<file path="src/rtl/perf_pkg.sv">
// Shared types and constants for the performance-monitor slice.
package perf_pkg;

    localparam int PERF_CNT_W = 32;

    // Indices into the live/snapshot counter banks.
    localparam int NUM_CNT   = 5;
    localparam int CNT_CYC   = 0;
    localparam int CNT_XFER  = 1;
    localparam int CNT_RD    = 2;
    localparam int CNT_WAIT  = 3;
    localparam int CNT_ABORT = 4;

    typedef enum logic [2:0] {
        SEL_CYC     = 3'd0,
        SEL_XFER    = 3'd1,
        SEL_RD      = 3'd2,
        SEL_WAIT    = 3'd3,
        SEL_MAX_LAT = 3'd4,
        SEL_ABORT   = 3'd5
    } perf_sel_t;

    typedef enum logic {
        IDLE = 1'b0,
        WAIT = 1'b1
    } lat_state_t;

endpackage

</file>
<file path="src/rtl/wishbone.sv">
// Minimal Wishbone handshake bundle; the monitor modport is read-only.
interface wishbone;
    logic cyc;
    logic stb;
    logic we;
    logic ack;

    modport master  (output cyc, stb, we, input ack);
    modport slave   (input cyc, stb, we, output ack);
    modport monitor (input cyc, stb, we, ack);
endinterface

</file>
<file path="src/rtl/perf_sat_cnt.sv">
// Saturating event counter with synchronous clear; clear beats increment.
module perf_sat_cnt #(
    parameter int W = 32
) (
    input  logic         clk,
    input  logic         rst,
    input  logic         clr,
    input  logic         inc,
    output logic [W-1:0] q
);

    always_ff @(posedge clk) begin
        if (rst || clr)
            q <= '0;
        else if (inc && (q != {W{1'b1}}))
            q <= q + W'(1);
    end

endmodule

</file>
<file path="src/rtl/wb_perf_monitor.sv">
// Passive per-master Wishbone event counter with snapshot bank and
// registered readout.
module wb_perf_monitor
    import perf_pkg::*;
#(
    parameter int CNT_W = PERF_CNT_W
) (
    input  logic             clk,
    input  logic             rst,
    wishbone.monitor         m,
    input  logic             en,
    input  logic             clr,
    input  logic             snap,
    input  logic [2:0]       sel,
    output logic [CNT_W-1:0] dout
);

    localparam logic [CNT_W-1:0] CNT_MAX = '1;

    logic ev_busy, ev_wait, ev_xfer, ev_read, ev_abort;
    logic done;
    logic [CNT_W-1:0] lat, lat_inc, done_lat, max_lat, shot_max, dout_nxt;
    logic [NUM_CNT-1:0] inc;
    logic [NUM_CNT-1:0][CNT_W-1:0] live, shot;
    lat_state_t state, state_nxt;

    assign ev_busy = m.cyc;
    assign ev_wait = m.cyc & m.stb & ~m.ack;
    assign ev_xfer = m.cyc & m.stb & m.ack;
    assign ev_read = ev_xfer & ~m.we;
    assign lat_inc = (lat == CNT_MAX) ? lat : lat + CNT_W'(1);

    always_ff @(posedge clk) begin
        if (rst)
            state <= IDLE;
        else
            state <= state_nxt;
    end

    always_comb begin
        state_nxt = state;
        case (state)
            IDLE:    if (ev_wait) state_nxt = WAIT;
            WAIT:    if (ev_xfer || !m.cyc) state_nxt = IDLE;
            default: state_nxt = IDLE;
        endcase
    end

    always_comb begin
        done     = 1'b0;
        ev_abort = 1'b0;
        done_lat = CNT_W'(1);
        case (state)
            IDLE: done = ev_xfer;
            WAIT: begin
                done     = ev_xfer;
                done_lat = lat_inc;
                ev_abort = ~m.cyc;
            end
            default: ;
        endcase
    end

    // Latency tracking ignores en so a transfer straddling an en edge is measured fully.
    always_ff @(posedge clk) begin
        if (rst)
            lat <= '0;
        else if (ev_wait && state == IDLE)
            lat <= CNT_W'(1);
        else if (ev_wait && state == WAIT)
            lat <= lat_inc;
    end

    assign inc = en ? {ev_abort, ev_wait, ev_read, ev_xfer, ev_busy} : '0;

    for (genvar i = 0; i < NUM_CNT; i++) begin : g_cnt
        perf_sat_cnt #(.W(CNT_W)) u_cnt (
            .clk (clk),
            .rst (rst),
            .clr (clr),
            .inc (inc[i]),
            .q   (live[i])
        );
    end

    always_ff @(posedge clk) begin
        if (rst || clr)
            max_lat <= '0;
        else if (en && done && (done_lat > max_lat))
            max_lat <= done_lat;
    end

    // Snapshot samples pre-edge values, so snap+clr is an atomic read-and-clear.
    always_ff @(posedge clk) begin
        if (rst) begin
            shot     <= '0;
            shot_max <= '0;
        end else if (snap) begin
            shot     <= live;
            shot_max <= max_lat;
        end
    end

    always_comb begin
        dout_nxt = '0;
        case (perf_sel_t'(sel))
            SEL_CYC:     dout_nxt = shot[CNT_CYC];
            SEL_XFER:    dout_nxt = shot[CNT_XFER];
            SEL_RD:      dout_nxt = shot[CNT_RD];
            SEL_WAIT:    dout_nxt = shot[CNT_WAIT];
            SEL_MAX_LAT: dout_nxt = shot_max;
            SEL_ABORT:   dout_nxt = shot[CNT_ABORT];
            default:     dout_nxt = '0;
        endcase
    end

    always_ff @(posedge clk) begin
        if (rst)
            dout <= '0;
        else
            dout <= dout_nxt;
    end

endmodule

</file>
<file path="src/flat_wrapper.sv">
// flat-port wrapper written by rule: the top's interface ports become plain ports
module wb_perf_monitor_flat import perf_pkg::*;
#(
    parameter int CNT_W = PERF_CNT_W
)
  (clk, rst, en, clr, snap, sel, dout, m_cyc, m_stb, m_we, m_ack);
  wishbone m_i ();
  input  logic clk;
  input  logic rst;
  input  logic en;
  input  logic clr;
  input  logic snap;
  input  logic [2:0] sel;
  output logic [CNT_W-1:0] dout;
  input wire logic [$bits(m_i.cyc)-1:0] m_cyc;
  input wire logic [$bits(m_i.stb)-1:0] m_stb;
  input wire logic [$bits(m_i.we)-1:0] m_we;
  input wire logic [$bits(m_i.ack)-1:0] m_ack;
  assign m_i.cyc = m_cyc;
  assign m_i.stb = m_stb;
  assign m_i.we = m_we;
  assign m_i.ack = m_ack;
  wb_perf_monitor #(.CNT_W(CNT_W)) u_core (.clk(clk), .rst(rst), .m(m_i), .en(en), .clr(clr), .snap(snap), .sel(sel), .dout(dout));
endmodule
</file>
<file path="config.mk">
export PLATFORM = sky130hd
export DESIGN_NAME = wb_perf_monitor_flat
export DESIGN_NICKNAME = d
export VERILOG_FILES = /design/src/rtl/perf_pkg.sv /design/src/rtl/wishbone.sv /design/src/rtl/perf_sat_cnt.sv /design/src/rtl/wb_perf_monitor.sv /design/src/flat_wrapper.sv
export SDC_FILE = /design/constraint.sdc
export NUM_CORES = 1
export LEC_CHECK = 0
export CORE_ASPECT_RATIO = 0.6
export CORE_MARGIN = 3
export CORE_UTILIZATION = 56
export CTS_CLUSTER_SIZE = 8
export DETAILED_ROUTE_END_ITERATION = 16
export PLACE_DENSITY_LB_ADDON = 0.25
export SLEW_MARGIN = 20
export SYNTH_ARGS = -nofsm -noshare
export SYNTH_HDL_FRONTEND = slang
export SYNTH_SLANG_ARGS = --single-unit
</file>
<file path="constraint.sdc">
create_clock -name clk -period 3.55 [get_ports clk]
set_input_delay 0.5325 -clock clk [delete_from_list [all_inputs] [get_ports clk]]
set_output_delay 0.5325 -clock clk [all_outputs]
set_load 0.01 [all_outputs]
</file>
==> out/results.tsv <==
metric	value	unit
outcome	finished with violations	
failing checks	negative setup slack	
Yosys reg bits	449	
Post-CTS Hold Fix Bufs	0	
Buf/Inv on CP	4	
Worst EP required	3.98	ns
# clock sinks	449	
unrepaired setup endpoints after global routing	true	
startpoint types	flop	
vias in the first global route	16500	
DRC Markers	0	
Die Ht	153	um
clk slew on worst S/H paths	0.05	ns
Via-to-Cell Ratio	6.16	
maximum fanout along the worst path	9	
share of cells above drive strength 1	14.5	%
skew final	0.0180	ns
Die X	250	um
Fill cells	2672	
VDD IR max	0.421	mV
RR Endpoint	u_core.max_lat[15]$_SDFFE_PP0P_	
Final WS setup	-0.330	ns
worst flop-to-flop path startpoint	u_core.lat[18]$_SDFFE_PP0P_	
FMAX	258	MHz
DP HPWL	42800	um
largest net degree at the start of global routing	80	
final wirelength	61900	um
final slew viol count	0	
I/O Pins	44	
Initial Util	57.1	%
fraction of registers with async set/reset	0	%
Die ar.	38200	um2
Slew HR	43.8	%
initial DRC count	2393	
Post-Syn Area per Cell	8.94	um2
Seq/Total Area, Yosys	44.8	%
HP Class	in2reg	
initial antenna violation count	0	
router iterations before antenna repair	6	
Post-synth EDFFs	0	
CTS Buf Count	66	
TritonCTS clock tree	yes	
CP Capture Type	flop	
hold depth	2	
row cnt	53	
Vias	17700	
worst path cell trace	nand3_2, or4_4, a2111oi_4, buf_4, nand2_1, mux2i_2, ha_1, buf_4, nand2_1, nor2_1, a211oi_2, o211ai_1, o21ai_4, buf_12, buf_12, mux2i_2, nor2_1	
GPL Wtd Cong	0.944	
WL per Instance	21.5	um
crit path max-delay cell type	or4_4	
total gr overflow	0	
pin slew with the least headroom to its limit	0.843	ns
placed cells	2781	
Util after Layout	68.9	%
Hold Vio Cnt, Final	0	
reg2reg setup slack	-0.33	ns
Lkg Pwr	9.24	nW
Syn Nets	2295	
yosys warns	0	
area grow syn2layout	20.6	%
Cells after Synth	2245	
max incr delay on CP	0.54	ns
Hold Crit Endpoint	u_core.shot_max[3]$_SDFFE_PP0P_	
clock period minus worst slack	3.88	ns
GRT Total Usage	31.5	%
worst skew pair latency	0.58	ns
Nets	2454	
Fin Setup TNS	-9.17	ns
period utilization	109	%
Diodes inserted	0	
total power draw	11.0	mW
worst slack, placed	-0.436	ns
hold_sp	rst	
Clock Tree Buf Depth	3	
kind of cell adding the most delay to the critical path	compound AO/OA/AOI/OAI gates	
Buffers on Ports	43	
first-pass GRT wire length	95200	um
Main synth FF type	dfxtp_1	
clock root cell	clkbuf_16	
P per Cell Area	452	nW/um2
worst r2r path cells	17	
cell area after synthesis	20100	um2
synth unique cells	64	
H-tree Lvls	3	
Worst Setup Path Type	reg2reg	
Final Setup Violations	32	
number of routed nets with antenna violations	0	
Core Footprint	35100	um2
WP data arrival	4.31	ns
Non-Filler Instances	2878	
Max-Cap Viols	0	
-- cells in the final DEF, fill, tap and decap left out, types with 34 or more instances in the layout --
master,count
o21ai_0,38
xor2_1,80
nand2_1,129
nand4_1,65
clkdlybuf4s50_1,41
a21oi_1,66
dfxtp_1,435
mux2i_1,221
clkbuf_16,68
nor3_1,34
inv_1,49
nor2_1,417
xnor2_1,66
buf_4,160
a22oi_1,100
ha_1,35
nand3_1,75
a31oi_1,36
-- how the worst max path moves through the flow --
stage,from,to,slack (ns),cells after the start
finish,u_core.lat[18]$_SDFFE_PP0P_,u_core.max_lat[15]$_SDFFE_PP0P_,-0.33,17
global route,u_core.lat[16]$_SDFFE_PP0P_,u_core.max_lat[20]$_SDFFE_PP0P_,-0.45,16
CTS,u_core.lat[18]$_SDFFE_PP0P_,u_core.max_lat[24]$_SDFFE_PP0P_,-0.18,16
detailed placement,u_core.lat[5]$_SDFFE_PP0P_,u_core.max_lat[24]$_SDFFE_PP0P_,-0.44,14
global placement,u_core.lat[5]$_SDFFE_PP0P_,u_core.max_lat[7]$_SDFFE_PP0P_,-0.26,15
floorplan,u_core.lat[1]$_SDFFE_PP0P_,u_core.max_lat[23]$_SDFFE_PP0P_,0.0009,17
-- kinds of logic after synthesis --
logic type	synth area share, %
compound gates	9.51
buf+inv	3.51
flops	44.8
xor+xnor	6.46
mux	11.3
simple gates	22.1
fa+ha+maj	2.37
-- where the power goes --
part           leakage [nW]  total (mW)  switching [mW]  internal, mW
registers              3.62        5.06         0.00298          5.05
clock network         0.874        5.55            2.16          3.38
logic                  4.74       0.351           0.245         0.106
-- per-stage QoR --
stage	area, um2	hold WS [ns]
2_1_floorplan	20100	0.456
3_3_place_gp	21900	0.473
3_5_place_dp	21900	0.481
4_1_cts	24000	0.378
5_1_grt	24200	0.416
6_report	24200	0.402
-- sequential cells by signal (all words and copies together) (netlist names) --
| name | cells |
|---|---|
| u_core.g_cnt.u_cnt.q | 160 |
| u_core.shot | 160 |
| u_core.dout | 32 |
| u_core.lat | 32 |
| u_core.max_lat | 32 |
| u_core.shot_max | 32 |
| u_core.state | 1 |
-- layout make-up --
class                   instances  area (um2)  share of cell area, %
multi-input cells            1618       10700                   44.3
flip-flops and latches        449        9010                   37.2
repair buffers                220        1930                   7.96
clock buffers                  69        1710                   7.04
well taps                     467         584                   2.41
inverters                      49         184                  0.759
clock inverters                 6        71.3                  0.294
-- timing repair --
| action | in CTS | in global routing |
|---|---|---|
| endpoints found under the hold margin | 0 | 0 |
| pin swaps | 27 | 9 |
| cloned | 1 | 0 |
| buffers inserted | 15 | 6 |
| endpoints found under the setup margin | 32 | 32 |
| gates resized for setup | 56 | 27 |
-- worst register-to-register path: stages (launching register included) --
cell	delay, ns
dfxtp_4	0.37
nand3_2	0.09
or4_4	0.54
a2111oi_4	0.39
buf_4	0.21
nand2_1	0.10
mux2i_2	0.24
ha_1	0.30
buf_4	0.15
nand2_1	0.05
nor2_1	0.05
a211oi_2	0.21
o211ai_1	0.24
o21ai_4	0.24
buf_12	0.14
buf_12	0.14
mux2i_2	0.23
nor2_1	0.05
-- per-layer routing --
layer | wire [um] | vias to the layer above | GRT usage [%]
li1 | - | 8188 | -
met1 | 28600 | 8587 | 48.9
met2 | 25300 | 850 | 43.9
met3 | 6730 | 108 | 6.76
met4 | 1240 | 0 | 7.82
met5 | 0 | - | 0
-- cell usage after synthesis, drive strengths merged, types with 25 or more instances --
library cell / number / area share [%]
o21ai: 46 / 1.1
xnor2: 67 / 2.9
a22oi: 100 / 3.7
inv: 49 / 0.92
nor4: 28 / 1.1
clkbuf: 87 / 1.6
buf: 42 / 0.97
xor2: 81 / 3.5
and4: 30 / 1.3
and3: 33 / 1.1
nor2: 419 / 7.8
dfxtp: 449 / 45
nand2: 131 / 2.4
nand4: 69 / 2.3
a21oi: 71 / 1.8
nand3: 82 / 2.1
nor3: 40 / 1.1
ha: 38 / 2.4
mux2i: 227 / 11
a31oi: 37 / 1.2
or3: 25 / 0.78
(Power assumes the default switching activity.)
